`src/rtl/fp_add_normalize_if.sv`:
```
// Operand/result bundle between the alignment stage, the add/normalize stage and its consumer.
interface fp_add_normalize_if #(
  parameter int EXP_W  = 8,
  parameter int FRAC_W = 23
);
  localparam int MAN_W = FRAC_W + 5;
  localparam int RES_W = 1 + EXP_W + FRAC_W;

  logic             in_valid;
  logic             in_ready;
  logic             op_sub;
  logic             sign_in;
  logic [EXP_W-1:0] exp;
  logic [MAN_W-1:0] mantis_great;
  logic [MAN_W-1:0] mantis_small;
  logic             is_special;
  logic [RES_W-1:0] special_result;
  logic             out_valid;
  logic             out_ready;
  logic [RES_W-1:0] result;
  logic             overflow;
  logic             underflow;

  modport master (
    output in_valid, op_sub, sign_in, exp, mantis_great, mantis_small,
           is_special, special_result, out_ready,
    input  in_ready, out_valid, result, overflow, underflow
  );

  modport slave (
    input  in_valid, op_sub, sign_in, exp, mantis_great, mantis_small,
           is_special, special_result, out_ready,
    output in_ready, out_valid, result, overflow, underflow
  );
endinterface

```
`src/rtl/fp_add_normalize.sv`:
```
// fp_add_normalize: add/sub aligned mantissas, normalize, round-to-nearest-even, pack; LZC_NORM_EN selects one-cycle normalize.
// Latency 4+k cycles (k left shifts; fixed 4 with LZC_NORM_EN; specials 1); one op in flight, result held until out_ready.
module fp_add_normalize #(
  parameter int EXP_W  = 8,
  parameter int FRAC_W = 23
) (
  input  logic              clk,
  input  logic              rst_n,
  fp_add_normalize_if.slave bus
);
  localparam int MAN_W = FRAC_W + 5;
  localparam int RES_W = 1 + EXP_W + FRAC_W;
  localparam int EW    = EXP_W + 2;

  localparam logic [2:0] S_IDLE  = 3'd0;
  localparam logic [2:0] S_SUM   = 3'd1;
  localparam logic [2:0] S_NORM  = 3'd2;
  localparam logic [2:0] S_ROUND = 3'd3;
  localparam logic [2:0] S_DONE  = 3'd4;

  localparam logic [EW-1:0] EXP_ONE = EW'(1);
  localparam logic [EW-1:0] EXP_INF = {2'b00, {EXP_W{1'b1}}};

  logic [2:0]       r_state;
  logic             r_sub;
  logic             r_sign;
  logic [MAN_W-1:0] r_great;
  logic [MAN_W-1:0] r_small;
  logic [MAN_W-1:0] r_man;
  logic [EW-1:0]    r_exp;
  logic [RES_W-1:0] r_result;
  logic             r_ovf;
  logic             r_unf;

  // Rounded value laid out as {carry, hidden, fraction}.
  logic              w_inc;
  logic [FRAC_W+1:0] w_rnd;
  logic [EW-1:0]     w_exp_rnd;
  logic [FRAC_W-1:0] w_frac_rnd;

  assign w_inc = r_man[2] & (r_man[3] | r_man[1] | r_man[0]);
  assign w_rnd = {1'b0, r_man[MAN_W-2:3]} + {{(FRAC_W+1){1'b0}}, w_inc};

  always_comb begin
    w_exp_rnd  = r_exp;
    w_frac_rnd = w_rnd[FRAC_W-1:0];
    if (w_rnd[FRAC_W+1]) begin
      w_exp_rnd  = r_exp + EXP_ONE;
      w_frac_rnd = w_rnd[FRAC_W:1];
    end else if (!w_rnd[FRAC_W]) begin
      w_exp_rnd  = '0;
    end
  end

`ifdef LZC_NORM_EN
  logic [EW-1:0] w_lz;
  logic [EW-1:0] w_sh;

  // Highest set bit wins; shift is clamped so the exponent never drops below 1.
  always_comb begin
    w_lz = '0;
    for (int i = 0; i < MAN_W - 1; i++) begin
      if (r_man[i]) w_lz = EW'(MAN_W - 2 - i);
    end
    w_sh = (w_lz < (r_exp - EXP_ONE)) ? w_lz : (r_exp - EXP_ONE);
  end
`endif

  always_ff @(posedge clk or negedge rst_n) begin
    if (!rst_n) begin
      r_state  <= S_IDLE;
      r_sub    <= 1'b0;
      r_sign   <= 1'b0;
      r_great  <= '0;
      r_small  <= '0;
      r_man    <= '0;
      r_exp    <= '0;
      r_result <= '0;
      r_ovf    <= 1'b0;
      r_unf    <= 1'b0;
    end else begin
      case (r_state)
        S_IDLE: begin
          if (bus.in_valid) begin
            if (bus.is_special) begin
              r_result <= bus.special_result;
              r_ovf    <= 1'b0;
              r_unf    <= 1'b0;
              r_state  <= S_DONE;
            end else begin
              r_sub   <= bus.op_sub;
              r_sign  <= bus.sign_in;
              r_great <= bus.mantis_great;
              r_small <= bus.mantis_small;
              r_exp   <= (bus.exp == '0) ? EXP_ONE : {2'b00, bus.exp};
              r_state <= S_SUM;
            end
          end
        end
        S_SUM: begin
          r_man   <= r_sub ? (r_great - r_small) : (r_great + r_small);
          r_state <= S_NORM;
        end
        S_NORM: begin
          if (r_man == '0) begin
            r_result <= '0;
            r_ovf    <= 1'b0;
            r_unf    <= 1'b0;
            r_state  <= S_DONE;
          end else if (r_man[MAN_W-1]) begin
            r_man   <= {1'b0, r_man[MAN_W-1:2], r_man[1] | r_man[0]};
            r_exp   <= r_exp + EXP_ONE;
            r_state <= S_ROUND;
          end
`ifdef LZC_NORM_EN
          else begin
            r_man   <= r_man << w_sh;
            r_exp   <= r_exp - w_sh;
            r_state <= S_ROUND;
          end
`else
          else if (!r_man[MAN_W-2] && (r_exp > EXP_ONE)) begin
            r_man <= {r_man[MAN_W-2:0], 1'b0};
            r_exp <= r_exp - EXP_ONE;
          end else begin
            r_state <= S_ROUND;
          end
`endif
        end
        S_ROUND: begin
          r_state <= S_DONE;
          if (w_exp_rnd >= EXP_INF) begin
            r_result <= {r_sign, {EXP_W{1'b1}}, {FRAC_W{1'b0}}};
            r_ovf    <= 1'b1;
            r_unf    <= 1'b0;
          end else begin
            r_result <= {r_sign, w_exp_rnd[EXP_W-1:0], w_frac_rnd};
            r_ovf    <= 1'b0;
            r_unf    <= (w_exp_rnd == '0);
          end
        end
        S_DONE: begin
          if (bus.out_ready) r_state <= S_IDLE;
        end
        default: r_state <= S_IDLE;
      endcase
    end
  end

  assign bus.in_ready  = (r_state == S_IDLE);
  assign bus.out_valid = (r_state == S_DONE);
  assign bus.result    = r_result;
  assign bus.overflow  = r_ovf;
  assign bus.underflow = r_unf;
endmodule
```
`src/flat_wrapper.sv`:
```
// flat-port wrapper written by rule: the top's interface ports become plain ports
module fp_add_normalize_flat 
#(
  parameter int EXP_W  = 8,
  parameter int FRAC_W = 23
)
  (clk, rst_n, bus_in_valid, bus_op_sub, bus_sign_in, bus_exp, bus_mantis_great, bus_mantis_small, bus_is_special, bus_special_result, bus_out_ready, bus_in_ready, bus_out_valid, bus_result, bus_overflow, bus_underflow);
  fp_add_normalize_if #(.EXP_W(EXP_W), .FRAC_W(FRAC_W)) bus_i ();
  input  logic clk;
  input  logic rst_n;
  input wire logic [$bits(bus_i.in_valid)-1:0] bus_in_valid;
  input wire logic [$bits(bus_i.op_sub)-1:0] bus_op_sub;
  input wire logic [$bits(bus_i.sign_in)-1:0] bus_sign_in;
  input wire logic [$bits(bus_i.exp)-1:0] bus_exp;
  input wire logic [$bits(bus_i.mantis_great)-1:0] bus_mantis_great;
  input wire logic [$bits(bus_i.mantis_small)-1:0] bus_mantis_small;
  input wire logic [$bits(bus_i.is_special)-1:0] bus_is_special;
  input wire logic [$bits(bus_i.special_result)-1:0] bus_special_result;
  input wire logic [$bits(bus_i.out_ready)-1:0] bus_out_ready;
  output wire logic [$bits(bus_i.in_ready)-1:0] bus_in_ready;
  output wire logic [$bits(bus_i.out_valid)-1:0] bus_out_valid;
  output wire logic [$bits(bus_i.result)-1:0] bus_result;
  output wire logic [$bits(bus_i.overflow)-1:0] bus_overflow;
  output wire logic [$bits(bus_i.underflow)-1:0] bus_underflow;
  assign bus_i.in_valid = bus_in_valid;
  assign bus_i.op_sub = bus_op_sub;
  assign bus_i.sign_in = bus_sign_in;
  assign bus_i.exp = bus_exp;
  assign bus_i.mantis_great = bus_mantis_great;
  assign bus_i.mantis_small = bus_mantis_small;
  assign bus_i.is_special = bus_is_special;
  assign bus_i.special_result = bus_special_result;
  assign bus_i.out_ready = bus_out_ready;
  assign bus_in_ready = bus_i.in_ready;
  assign bus_out_valid = bus_i.out_valid;
  assign bus_result = bus_i.result;
  assign bus_overflow = bus_i.overflow;
  assign bus_underflow = bus_i.underflow;
  fp_add_normalize #(.EXP_W(EXP_W), .FRAC_W(FRAC_W)) u_core (.clk(clk), .rst_n(rst_n), .bus(bus_i));
endmodule
```
`config.mk`:
```
export PLATFORM = sky130hd
export DESIGN_NAME = fp_add_normalize_flat
export DESIGN_NICKNAME = d
export VERILOG_FILES = /design/src/rtl/fp_add_normalize_if.sv /design/src/rtl/fp_add_normalize.sv /design/src/flat_wrapper.sv
export SDC_FILE = /design/constraint.sdc
export NUM_CORES = 1
export LEC_CHECK = 0
export CORE_UTILIZATION = 40
export CTS_CLUSTER_DIAMETER = 80
export DETAILED_ROUTE_END_ITERATION = 16
export PLACE_DENSITY_LB_ADDON = 0.3
export SKIP_CTS_REPAIR_TIMING = 1
export SLEW_MARGIN = 20
export SYNTH_ARGS = -nofsm -noshare
export SYNTH_HDL_FRONTEND = slang
export SYNTH_SLANG_ARGS = --single-unit
```
`constraint.sdc`:
```
create_clock -name clk -period 3.4 [get_ports clk]
set_input_delay 1.02 -clock clk [delete_from_list [all_inputs] [get_ports clk]]
set_output_delay 1.02 -clock clk [all_outputs]
set_load 0.02 [all_outputs]
```
==> results.cfg <==
[outcome]
status = finished with violations
violations = negative setup slack

[clock_network]
root_buffer = clkbuf_16
cts.sinks = 133
h-tree-depth = 4
cts_tree = built
worstSkewPairLatency_ns = 0.43
clock_path_buffers = 2
cts_buffers = 17
cts.clk_slew.worst_paths_ns = 0.06

[sta]
final_hold_viol_count = 0
setup_ws_ns = -0.235
slew-limit-headroom_pct = 46.3
min_period_ns = 3.64
period_share_pct = 107
clock_skew_ns = 0.00892
tns_ns = -0.735
rsz0062_at_grt = true
max_freq_mhz = 275
slew_viol_final = 0
setup_viol = 8
tightest_slew_ns = 0.806
holdWs_ns = 0.477

[routing]
dr.pass1.iters = 6
vias = 8865
wl_per_cell_um = 16.1
wl_mm = 26.0
vias_per_cell = 5.48
drt_iter0_drc = 550
postRouteAntennaNets = 0
drcViolationCount = 0

[place]
place_hpwl_mm = 19.3
place_congestion = 0.905
port_buffers = 138
dp_slack_ns = -0.255

[floorplanning]
die_w_um = 155
start_util_pct = 41.2
core_area_sq_um = 22800
dieArea_sq_um = 24100
top_level_ports = 139
num_rows = 55
fp.dieH_um = 155

[power_and_ir_drop]
total_power_mw = 15.3
power_density_nw_per_um2 = 1220
leakage_nw = 5.14
ir_worst_vdd_v = 0.000580

[critical_path]
crit_fanout = 5
critPathSlowestCell = or4_4
critPathRequiredTime_ns = 3.68
path_class = reg2reg
worst_path_most_repeated_cell = buf_4
critPathArrivalTime_ns = 3.92
slowest_delay_ns = 0.58
start_kind = register
r2r_cells = 14
cp_cell_sequence = or4_4 > nor4_4 > buf_4 > and2_4 > and3b_2 > a21oi_2 > xnor2_1 > ha_2 > buf_4 > a2111oi_4 > nand3_2 > a21o_1 > a31oi_1 > o21ai_1
end_kind = register

[finish]
num_antenna_cells = 0
final_util_pct = 54.8
syn2layout_area_growth_pct = 33.0
fin_nets = 1428
layout_common_cells = clkdlybuf4s50_1, dfrtp_1, nand2_1
drive_gt1_share_pct = 20.4
layout_commonest_cell = clkdlybuf4s50_1

[hold_path]
hold_class = reg2reg
hold_depth = 2

[synth]
async_flop_share_pct = 100
synth_seq_cells = 133
synth_top_area_cell = dfrtp_1
syn_avg_cell_area_sq_um = 8.53
synthFlopType = dfrtp_1
ys_warn_count = 0
ys_seq_area_share_pct = 35.4
synth_edf_count = 0
synth_area_sq_um = 9410
syn-num-nets = 1239
synthTopCellsByArea = dfrtp_1, mux2_2, a21oi_1
synth_cells = 1103
synth_cell_type_count = 72
synth_top_area_share_pct = 35.4

[grt]
antenna_found_initial = 0
grt_first_pass_wirelength_mm = 42.4
grt_max_degree = 55
grt_usage_pct = 21.8
grt_pass1_vias = 8369
overflow = 0

[flow_run]
maxCapViolations = 0
==> stage by stage <==
step	instance area, sq um	cells
after floorplan	9460	1103
after global placement	11700	1574
after detailed placement	11700	1574
after CTS	12200	1606
after global routing	12500	1618
final	12500	1618
==> where the power goes <==
group | total (mW) | internal [mW] | switching [mW]
sequential | 3.21 | 2.38 | 0.831
clock | 1.85 | 1.13 | 0.715
combinational | 10.2 | 4.83 | 5.39
==> final timing paths <==
check / endpoint / from / slack, ns
max: u_core.r_man[25] / u_core.r_small[5] / -0.24
min: u_core.bus.result[2] / u_core.bus.result[2] / 0.48
max reg2reg: u_core.r_man[25] / u_core.r_small[5] / -0.24
min reg2reg: u_core.bus.result[2] / u_core.bus.result[2] / 0.48
max in group asynchronous: u_core.r_small[25] / rst_n / 2.00
min in group asynchronous: u_core.bus.result[27] / rst_n / 0.55
==> worst max-delay path: cells and delay by family (launching register included) <==
family | cells | cell delay [ns]
and+or+nand+nor | 5 | 1.39
AOI/OAI and AO/OA | 5 | 0.85
DFF | 1 | 0.38
adders and majority gates | 1 | 0.34
buffers and inverters | 2 | 0.32
xor gates and xnor gates | 1 | 0.22
==> layout make-up <==
type	instances	area, sq um
clock inverter	9	101
tap	313	392
inverter	28	105
clock buffer	23	478
timing repair buffer	248	2250
multi-input combinational	864	5860
sequential	133	3330
fill	2133	10300
==> cells by family (layout without fill, tap and decap cells) <==
kind of cell,Yosys count,count (layout),synth area share (%)
fa+ha+maj,33,33,4.47
simple gates,395,395,20.9
buf+inv,106,308,4.83
compound gates,304,304,20.4
xor+xnor,67,67,6.24
flops,133,133,35.4
mux,65,65,7.69
==> cell usage after synthesis, types with 4 or more instances <==
library cell / instances
buf_2: 15
or4_1: 6
nand2_1: 122
nor4_1: 19
xor2_1: 21
a21o_1: 19
clkbuf_1: 46
dfrtp_1: 133
xnor2_1: 46
nand4_4: 4
o22ai_2: 5
nand4_1: 7
nand3b_1: 4
inv_1: 28
a31oi_1: 18
o31ai_1: 5
and3_1: 19
o2111ai_1: 5
mux2_2: 58
a21oi_1: 100
ha_1: 32
buf_1: 8
or3_1: 11
a211oi_1: 8
o21ai_0: 64
nand2b_1: 5
a22oi_1: 9
nand3_1: 60
o21ai_1: 12
nor3_1: 26
and2_1: 6
mux2i_1: 7
o21bai_1: 5
o22ai_1: 12
nor2_1: 89
o211ai_1: 12
==> flip-flops by register name (all words and copies together), names as in the netlist <==
signal	cells
u_core.bus.result	32
u_core.r_great	28
u_core.bus.underflow	1
u_core.r_state	3
u_core.bus.overflow	1
u_core.r_sign	1
u_core.r_sub	1
u_core.r_small	28
u_core.r_man	28
u_core.r_exp	10
==> routing by layer <==
metal,vias up,routed length (um),global-route usage (%)
met2,295,11500,34.1
met3,38,1320,3.15
met5,-,0,0
met1,4160,12600,30.9
met4,0,534,7.24
li1,4372,-,-
No activity file was read; power rests on OpenSTA's default activity.
